===== config.mk =====
export PLATFORM = sky130hd
export DESIGN_NAME = div_ctrl
export DESIGN_NICKNAME = d
export VERILOG_FILES = /design/src/rtl/div_ctrl.sv
export SDC_FILE = /design/constraint.sdc
export NUM_CORES = 1
export LEC_CHECK = 0
export BUFFER_PORTS_ARGS = -buffer_cell sky130_fd_sc_hd__buf_2
export CAP_MARGIN = 15
export CORE_UTILIZATION = 40
export CTS_BUF_LIST = sky130_fd_sc_hd__clkbuf_8 sky130_fd_sc_hd__clkbuf_16
export CTS_CLUSTER_SIZE = 10
export DETAILED_ROUTE_END_ITERATION = 6
export PLACE_DENSITY = 0.72
export SKIP_LAST_GASP = 1
export SLEW_MARGIN = 10
export SYNTH_ARGS = -nofsm -noshare
export SYNTH_HDL_FRONTEND = slang
export SYNTH_SLANG_ARGS = --single-unit

===== constraint.sdc =====
create_clock -name clk -period 2.14 [get_ports clk]
set_clock_uncertainty 0.05 [all_clocks]
set_input_delay 0.214 -clock clk [delete_from_list [all_inputs] [get_ports clk]]
set_output_delay 0.214 -clock clk [all_outputs]
set_load 0.01 [all_outputs]

===== src/rtl/div_ctrl.sv =====
// Sequencing controller for the iterative divider. It holds operands for the core,
// stalls EX while a divide is in flight, and strobes the HI/LO write on completion.
module div_ctrl #(
    parameter int TIMEOUT = 40,
    parameter int DATA_W  = 32
) (
    input  logic                  clk,
    input  logic                  rst,
    input  logic                  op_valid,
    input  logic                  op_signed,
    input  logic [DATA_W-1:0]     op_a,
    input  logic [DATA_W-1:0]     op_b,
    input  logic                  flush,
    output logic                  dc_start,
    output logic                  dc_signed,
    output logic [DATA_W-1:0]     dc_a,
    output logic [DATA_W-1:0]     dc_b,
    output logic                  dc_annul,
    input  logic [2*DATA_W-1:0]   dc_result,
    input  logic                  dc_ready,
    output logic                  div_stall,
    output logic                  hilo_we,
    output logic [DATA_W-1:0]     hi_wdata,
    output logic [DATA_W-1:0]     lo_wdata,
    output logic                  err_timeout
);

    localparam int CNT_W = $clog2(TIMEOUT + 1);
    localparam logic [CNT_W-1:0] CNT_LAST = CNT_W'(TIMEOUT - 1);

    typedef enum logic [1:0] {
        S_IDLE = 2'd0,
        S_WAIT = 2'd1,
        S_DONE = 2'd2
    } state_t;

    state_t           state;
    state_t           state_nxt;
    logic [CNT_W-1:0] cnt;
    logic             accept;
    logic             div_zero;
    logic             timeout_hit;

    // Qualifying with rst keeps the combinational stall low while reset is held.
    assign accept      = rst & (state == S_IDLE) & op_valid & ~flush;
    assign div_zero    = (op_b == '0);
    assign timeout_hit = (cnt == CNT_LAST);

    always_ff @(posedge clk or negedge rst) begin
        if (!rst) begin
            state <= S_IDLE;
        end else begin
            state <= state_nxt;
        end
    end

    always_comb begin
        state_nxt = state;
        case (state)
            S_IDLE: begin
                if (accept) begin
                    state_nxt = div_zero ? S_DONE : S_WAIT;
                end
            end
            S_WAIT: begin
                if (flush) begin
                    state_nxt = S_IDLE;
                end else if (dc_ready || timeout_hit) begin
                    state_nxt = S_DONE;
                end
            end
            S_DONE: state_nxt = S_IDLE;
            default: state_nxt = S_IDLE;
        endcase
    end

    always_comb begin
        dc_start  = 1'b0;
        dc_annul  = 1'b0;
        div_stall = 1'b0;
        hilo_we   = 1'b0;
        case (state)
            S_IDLE: div_stall = accept;
            S_WAIT: begin
                dc_start  = 1'b1;
                div_stall = ~flush;
                dc_annul  = flush | (~dc_ready & timeout_hit);
            end
            S_DONE: hilo_we = ~flush;
            default: ;
        endcase
    end

    // Operand capture, wait counter and result capture. Flush outranks a
    // simultaneous ready or timeout, so neither may touch the result registers.
    always_ff @(posedge clk or negedge rst) begin
        if (!rst) begin
            dc_a        <= '0;
            dc_b        <= '0;
            dc_signed   <= 1'b0;
            cnt         <= '0;
            hi_wdata    <= '0;
            lo_wdata    <= '0;
            err_timeout <= 1'b0;
        end else if (accept) begin
            dc_a      <= op_a;
            dc_b      <= op_b;
            dc_signed <= op_signed;
            cnt       <= '0;
            if (div_zero) begin
                hi_wdata <= op_a;
                lo_wdata <= '1;
            end
        end else if (state == S_WAIT) begin
            cnt <= cnt + CNT_W'(1);
            if (!flush) begin
                if (dc_ready) begin
                    hi_wdata <= dc_result[2*DATA_W-1:DATA_W];
                    lo_wdata <= dc_result[DATA_W-1:0];
                end else if (timeout_hit) begin
                    hi_wdata    <= '0;
                    lo_wdata    <= '0;
                    err_timeout <= 1'b1;
                end
            end
        end
    end

endmodule


==> reports/results.txt, run 1 <==
The number of vias per cell after detailed routing was 5.282; the endpoint required time on the critical path was 2420 ps. Once detailed placement completed, the half-perimeter wirelength came to 12.02 mm. Based on the critical path, the design can be clocked at up to 479.9 MHz.

The leakage power total came out at 4.719 nW. Most repeated cell in the gate-level netlist after synthesis: sky130_fd_sc_hd__dfrtp_1. The critical path goes through dlygate4sd3_1, buf_2, nor4_1, nand4_1, or3_4, buf_12, a22oi_1. After detailed routing, the average wire length per cell comes to 17.11 um.

The finished layout holds 1,099 standard cells, fillers aside. The floorplan step defined a core boundary enclosing 14,590 um^2. The largest net degree at the start of global routing was 82. After synthesis, the cell types taking the most area are sky130_fd_sc_hd__dfrtp_1 57%, sky130_fd_sc_hd__nand2_1 6.5%, sky130_fd_sc_hd__a21oi_1 5.4%, sky130_fd_sc_hd__a221oi_1 4.7%, sky130_fd_sc_hd__nor2_1 4.5%.

The share of async-settable or async-resettable flops after synthesis is 1.000, and the power per cell area is 1013 nW/um^2. The number of violations of the max-capacitance limit was 0; the highest ir drop seen on vdd was 532.8 uV. Counting instances in the post-synthesis netlist gives the leading cell types as 138 x sky130_fd_sc_hd__dfrtp_1, 105 x sky130_fd_sc_hd__nand2_1, 72 x sky130_fd_sc_hd__nor2_1, 65 x sky130_fd_sc_hd__a21oi_1, 46 x sky130_fd_sc_hd__clkbuf_1.

The cell count of the worst reg-to-reg path was 9. For the wire length of the first global-routing pass, the log shows 29.89 mm. The number of antenna cells inserted is 0, and the number of distinct library cells after synthesis is 32. Subtracting the final worst setup slack from the clock period gives 2084 ps. TritonCTS created 17 clock buffers.

The maximum fanout along the worst path is 45. The number of nets in the layout came out at 1,038. The via count of the first global-routing pass was 5,691. The dominant delay contributor by cell family on the critical path is simple AND/OR/NAND/NOR gates.

After detailed routing, the number of remaining DRC violations is 0. The total of buffers placed on input and output ports came out at 267. Count of routing violations after the opening detailed-route iteration: 256.

The routability congestion estimate was 0.8025; the number of stages on the worst setup path was 7. For the register area share after synthesis, the log shows 0.5733. In this run the mean area of a mapped cell was 10.06 um^2. Setup violations remaining at the end of the flow were counted as 0. The clock edge transition at the registers on the reported setup and hold paths came out at 60 ps.

Slowest stage cell on the critical path: sky130_fd_sc_hd__dlygate4sd3_1. In this run the deepest clock path goes through 2 buffers. The logs give 138 for the clock net sink count and 0 for the number of antenna violations at the first check in global routing. The largest area contributor in the synthesized netlist was sky130_fd_sc_hd__dfrtp_1.

The worst slew margin relative to its limit is 0.6969, and the final global-route overflow total is 0. The initial cell density of the core is 0.4129, and the overall die width is 124.7 um. The detail route stage leaves a number of antenna-violating nets equal to 0. The logs give 0 for the number of hold-slack violations in the final timing report and 734 for the post-synth net total. Summed over all layers, the routed wires come to 18.81 mm. For the pin with the worst max-slew slack, the measured transition is 454.7 ps. For the synthesized cell area, the log shows 6023 um^2. The detailed-route via count is 5,805, and the share of the clock period used by the worst path after layout is 0.9738. The initialized floorplan defines 44 standard-cell rows. The number of cells on the worst hold path was 3; the combined global-route utilization of all metal layers was 0.2456. The startpoint type of the worst setup path is an input port. Setup repair after global routing could not meet its margin everywhere. Max-slew violation count: 0. The pre-antenna-repair detailed-routing pass consisted of 4 iterations. The total number of yosys warnings is 0, and the cell total after placement is 1,025. The run finished with clean final reports. The setup path with the least slack is of type in2reg.

268 I/O pins were placed. The die covers 15,550 um^2. The synthesized design contains 0 enable-type register cells. The cell count after synthesis came out at 599. TritonCTS built the clock tree. The die is 124.7 um tall. In this design, the stage delay of the slowest critical-path cell is 570 ps.

Synthesis inferred 138 register bits. The H-tree was split into 4 levels. The post-layout total power is 8.986 mW. The dominant register cell in the synthesized netlist was sky130_fd_sc_hd__dfrtp_1. Clock tree synthesis selected as its root buffer the cell sky130_fd_sc_hd__clkbuf_16. STA classifies the critical path endpoint as a flip-flop.

The layout filler cell count was 1,251; the area share of the leading cell type in the synthesized netlist was 0.5733. Relative to the synthesized area, the layout overhead comes to 47.24%. The run gives 420 ps as the clock latency on the worst-skew pair. Worst path buffer plus inverter count: 3.

The tightest min-delay check is of the in2reg type. The data arrival time of the critical path was 2370 ps; the share of final-layout standard cells stronger than drive strength 1 was 0.4011.
-- metal layers --
layer,GRT usage,part of all wire,vias up
li1,-,-,2723
met5,0,0,-
met2,0.3880,0.48,265
met4,0.09284,0.024,0
met1,0.3118,0.42,2773
met3,0.08119,0.077,44
-- final timing paths --
path	from	end	slack, ps
worst min-delay path	dc_result[29]	lo_wdata[29]	20
worst max register to register	cnt[1]	hi_wdata[11]	100
worst max-delay path	op_b[10]	hi_wdata[31]	60
min in group asynchronous	rst	dc_a[30]	360
worst min register to register	dc_b[27]	dc_b[27]	420
max in group asynchronous	rst	lo_wdata[9]	940
-- report_power, final --
group	switching, mW	internal, mW
Clock	1.05	1.98
Combinational	1.19	1.14
Sequential	0.367	3.26
-- through the flow --
stage          utilization  setup slack [ps]  hold WS (ps)  cell area [um^2]  setup TNS, ps
5_1_grt             0.6079            -44.91         10.58              8869         -61.56
3_3_place_gp        0.5283            -58.76         220.8              7707          -1328
3_5_place_dp        0.5283            -81.12         218.5              7707         -833.2
6_report            0.6079             56.02         18.99              8869              0
4_1_cts             0.6025            -26.41         6.493              8790         -58.58
2_1_floorplan            -             65.47        -131.6              6023              0
-- placed cells by master, fill, tap and decap left out, types with 3 or more instances in the layout --
cell type	instances
sky130_fd_sc_hd__a21oi_1	64
sky130_fd_sc_hd__nand2_1	103
sky130_fd_sc_hd__xor2_1	4
sky130_fd_sc_hd__bufinv_16	4
sky130_fd_sc_hd__dlygate4sd3_1	33
sky130_fd_sc_hd__nor4_1	6
sky130_fd_sc_hd__buf_12	9
sky130_fd_sc_hd__a22oi_1	15
sky130_fd_sc_hd__nor2_1	71
sky130_fd_sc_hd__buf_6	3
sky130_fd_sc_hd__nand4_1	4
sky130_fd_sc_hd__dfrtp_1	137
sky130_fd_sc_hd__clkinv_2	3
sky130_fd_sc_hd__a22oi_2	17
sky130_fd_sc_hd__clkbuf_16	17
sky130_fd_sc_hd__a221oi_1	30
sky130_fd_sc_hd__inv_1	5
sky130_fd_sc_hd__buf_4	25
sky130_fd_sc_hd__buf_2	265
sky130_fd_sc_hd__a21o_1	32
sky130_fd_sc_hd__and3_1	33
-- final cells by class --
type / count / area [um^2] / share of cell area
Sequential cell: 138 / 3455 / 0.3895
Multi-Input combinational cell: 407 / 2419 / 0.2727
Timing Repair Buffer: 338 / 2151 / 0.2425
Clock buffer: 19 / 452.9 / 0.05107
Tap cell: 184 / 230.2 / 0.02596
Clock inverter: 12 / 157.7 / 0.01778
Inverter: 1 / 3.754 / 0.0004233
-- state kept, by name, summed over array words and instances, names as in the netlist --
signal       cells
dc_a            32
dc_signed        1
state            2
dc_b            32
err_timeout      1
cnt              6
lo_wdata        32
hi_wdata        32
-- kinds of logic (layout without fill, tap and decap cells) --
| group | after synthesis | in the layout | synth area share |
|---|---|---|---|
| XOR/XNOR | 5 | 5 | 0.007270 |
| adder cells (fa/ha/maj) | 1 | 1 | 0.002077 |
| buffers and inverters | 54 | 370 | 0.04134 |
| AND/OR/NAND/NOR | 232 | 232 | 0.1724 |
| AO/OA/AOI/OAI | 168 | 168 | 0.2019 |
| flip-flops | 138 | 138 | 0.5733 |
| multiplexers | 1 | 1 | 0.001662 |
-- tightest hold or removal path: stages --
cell and delay [ps]:
sky130_fd_sc_hd__buf_2 80, sky130_fd_sc_hd__a21oi_1 50, sky130_fd_sc_hd__a21oi_1 100
-- repair_timing --
item | 4_1_cts | 5_1_grt
endpoints found under the hold margin | 134 | 0
pin swaps | 4 | 5
buffers inserted | 7 | 1
cloned | 2 | 0
hold buffers | 33 | 0
gates resized for setup | 6 | 13
endpoints found under the setup margin | 2 | 67
Power figures use the tool's default switching activity.
==> run 2: changes to the inputs <==
--- a/config.mk
+++ b/config.mk
@@ -7,6 +7,7 @@
 export LEC_CHECK = 0
 export BUFFER_PORTS_ARGS = -buffer_cell sky130_fd_sc_hd__buf_2
 export CAP_MARGIN = 15
+export CORE_ASPECT_RATIO = 0.5
 export CORE_UTILIZATION = 40
 export CTS_BUF_LIST = sky130_fd_sc_hd__clkbuf_8 sky130_fd_sc_hd__clkbuf_16
 export CTS_CLUSTER_SIZE = 10
==> run 2 against run 1 <==
- design area fell by 0.40%
- worst setup slack improved by 35 ps
- via count rose by 0.96%
- fmax rose by 1.7%
- combinational power barely moved
- register-to-register slack barely moved
- cell count rose by 1.3%
- non-clock buffer count fell by 1
- global-route usage fell by 0.93 points
- critical path type is now reg2out
- largest cell class unchanged
==> reports/results.txt, run 2 (synthesis gave the netlist of run 1 again) <==
The flow ran to the end, and the final reports show no timing, DRC or antenna violations. The number of nets in the layout was 1,037 (-0.096%); the endpoint required time on the critical path was 1880 ps (-540 ps). The class of the most critical hold timing path is in2reg. For the number of buffers created by CTS, the log shows 17 (unchanged). The run gives 15,580 um^2 (+0.19%) as the total die area. The maximum fanout along the worst path is 3 (-93%), and the total length of routed wires is 18.67 mm (-0.74%). The number of antenna cells inserted is 0 (unchanged). The signal on the critical path passes through ha_2, nor4bb_2, buf_4, nand2_1, nor2_2, o21a_1, buf_2.

The sequential power share is 0.400 (-0.004). The tools report the largest net degree at the start of global routing as 59 (-28%). The post-layout total power was 9.017 mW (+0.35%); the number of placement rows was 31 (-30%). The routed wirelength normalized by instance count works out to 16.77 um (-2.0%).

The tree is rooted in a sky130_fd_sc_hd__clkbuf_16. The achievable clock frequency is 488.1 MHz (+1.7%). Switching share of total power: 0.3025 (+0.01230).

The tools report the startpoint type of the worst setup path as a flip-flop. The share of the clock period used by the worst path after layout is 0.9574 (-0.01644), and the layout filler cell count is 1,245 (-0.48%). The tools report the leakage power total as 4.638 nW (-1.7%). The actual slew at the worst max-slew pin works out to 631.8 ps (+177.2 ps). The run gives 0 ps (unchanged) as the post-route setup TNS. For the detailed-route via count, the log shows 5,861 (+0.96%).

Final-report setup violation count: 0 (unchanged). The wire length of the first global-routing pass is 28.71 mm (-3.9%), and the overall die width is 175.5 um (+41%). The half-perimeter wire length after detailed placement is 12.56 mm (+4.5%). The initial cell density of the core was 0.4130 (about the same); the floorplan die height was 88.77 um (-29%). The total of buffers placed on input and output ports works out to 267 (unchanged). Relative to the synthesized area, the layout overhead comes to 46.66%.

The number of violations of the max-capacitance limit came out at 0 (unchanged). The tools report the clock net sink count as 138 (unchanged). The data arrival time of the critical path is 1780 ps (-590 ps), and the proportion of power drawn by combinational gates is 0.258 (about the same). The kind of critical path is reg2out.

Count of routing violations after the opening detailed-route iteration: 262 (+2.3%). The run gives 2 (unchanged) as the maximum clock insertion buffer count. The library cells used most frequently in the layout, excluding fill and tap cells, are 266 x sky130_fd_sc_hd__buf_2, 138 x sky130_fd_sc_hd__dfrtp_1, 105 x sky130_fd_sc_hd__nand2_1. The commonest non-fill, non-tap cell in the layout was sky130_fd_sc_hd__buf_2.

The number of top-level pins is 268 (unchanged), and the net switching power is 2.728 mW (+4.6%). The run gives 4 (unchanged) as the maximum level of the CTS H-tree. Clock period minus worst slack: 2049 ps (-35.19 ps).

The clock latency on the worst-skew pair was 410 ps (about the same). The share of final-layout standard cells stronger than drive strength 1 came out at 0.4098 (+0.008743). The logs give 6.290 mW (-1.4%) for the internal power summed over all cells and 541.0 uV (+1.5%) for the highest ir drop seen on vdd. The worst slew margin relative to its limit is 0.5788 (-0.1181), and the number of vias per cell after detailed routing is 5.266 (-0.31%). For the share of power burned in the clock network, the log shows 0.342 (+0.004). For the number of routed nets with antenna violations, the log shows 0 (unchanged). For this design, the slowest cell found on the critical path is sky130_fd_sc_hd__dfrtp_1. The max-slew violation count was 0 (unchanged); the clock edge transition at the registers on the reported setup and hold paths was 60 ps (about the same).

TritonCTS built the clock tree. The tools report the number of hold-slack violations in the final timing report as 0 (unchanged). The tools report the number of search-and-repair iterations in the first detailed-routing pass as 4 (unchanged). The combined global-route utilization of all metal layers is 0.2363 (-0.009276), and the power per cell area is 1021 nW/um^2 (+0.75%). The endpoint kind of the worst setup timing path was an output pin. The run gives 0 (unchanged) as the number of antenna violations at the first check in global routing. The run gives 5,604 (-1.5%) as the via count of the first global-routing pass. The final global-route overflow total is 0 (unchanged), and the worst stage delay on the critical path is 380 ps (-190 ps). The logs give 14,580 um^2 (about the same) for the core footprint and 0.8007 (-0.22%) for the routability congestion estimate. Remaining design rule violation count: 0 (unchanged).
[run 2: cell count changes in the layout (fill, tap and decap cells not counted), sizes merged]
cell / before / now
inv: 5 / 4
bufinv: 4 / 3
bufbuf: 2 / 0
clkinvlp: 1 / 4
dlygate4sd3: 33 / 34
[run 2: metrics by stage]
stage	util	area [um^2]	instances	setup WS [ps]	hold slack [ps]
after floorplan	-	6023	599	65.47	-131.6
after global placement	0.5309	7742	1043	-6.998	16.78
after detailed placement	0.5309	7742	1043	13.95	16.20
after CTS	0.5981	8722	1111	5.010	11.80
after global routing	0.6057	8833	1113	-18.02	11.33
final	0.6057	8833	1113	91.21	24.04
[run 2: layout make-up]
type	count	area, um^2	share of cell area
clock buffer	19	452.9	0.05127
clock inverter	13	165.2	0.01870
inverter	1	3.754	0.0004249
multi-input combinational	407	2454	0.2778
sequential	138	3453	0.3909
tap	198	247.7	0.02805
timing repair buffer	337	2057	0.2329
[run 2: critical path, delay by kind of cell, from the launching register on]
family,cells,cell delay (ps)
AO/OA/AOI/OAI,1,110
adder cells (fa/ha/maj),1,210
buffers and inverters,2,270
flip-flops,1,380
AND/OR/NAND/NOR,3,420
[run 2: final timing paths]
kind / from / depth (start not counted) / slack [ps] / endpoint
worst max-delay path: cnt[1] / 7 / 90 / dc_annul
worst min-delay path: dc_result[6] / 3 / 20 / lo_wdata[6]
worst max register to register: cnt[0] / 8 / 110 / hi_wdata[8]
worst min register to register: dc_a[1] / 1 / 420 / dc_a[1]
max in group asynchronous: rst / 4 / 750 / lo_wdata[30]
min in group asynchronous: rst / 2 / 180 / hi_wdata[11]
[run 2: power groups by stage]
stage,sequential (mW),clock (mW),combinational (mW)
6_report,3.61,3.08,2.32
3_5_place_dp,3.65,0,2.21
3_3_place_gp,3.63,0,2.16
5_1_grt,3.69,3.27,2.54
2_1_floorplan,3.94,0,0.827
4_1_cts,3.61,3.14,2.28
[run 2: routing by layer]
layer | vias up | GRT usage | routed length, um
met5 | - | 0 | 0
met4 | 0 | 0.1099 | 595
met3 | 48 | 0.05155 | 1009
met2 | 226 | 0.3936 | 9173
met1 | 2878 | 0.3005 | 7887
li1 | 2709 | - | -
[run 2: what timing repair did]
item	in CTS	in global routing
setup endpoints to repair	1	67
hold buffers	34	0
resized for setup	1	17
gates cloned	0	0
buffers inserted	2	2
pin swaps	0	3
hold endpoints to repair	104	0
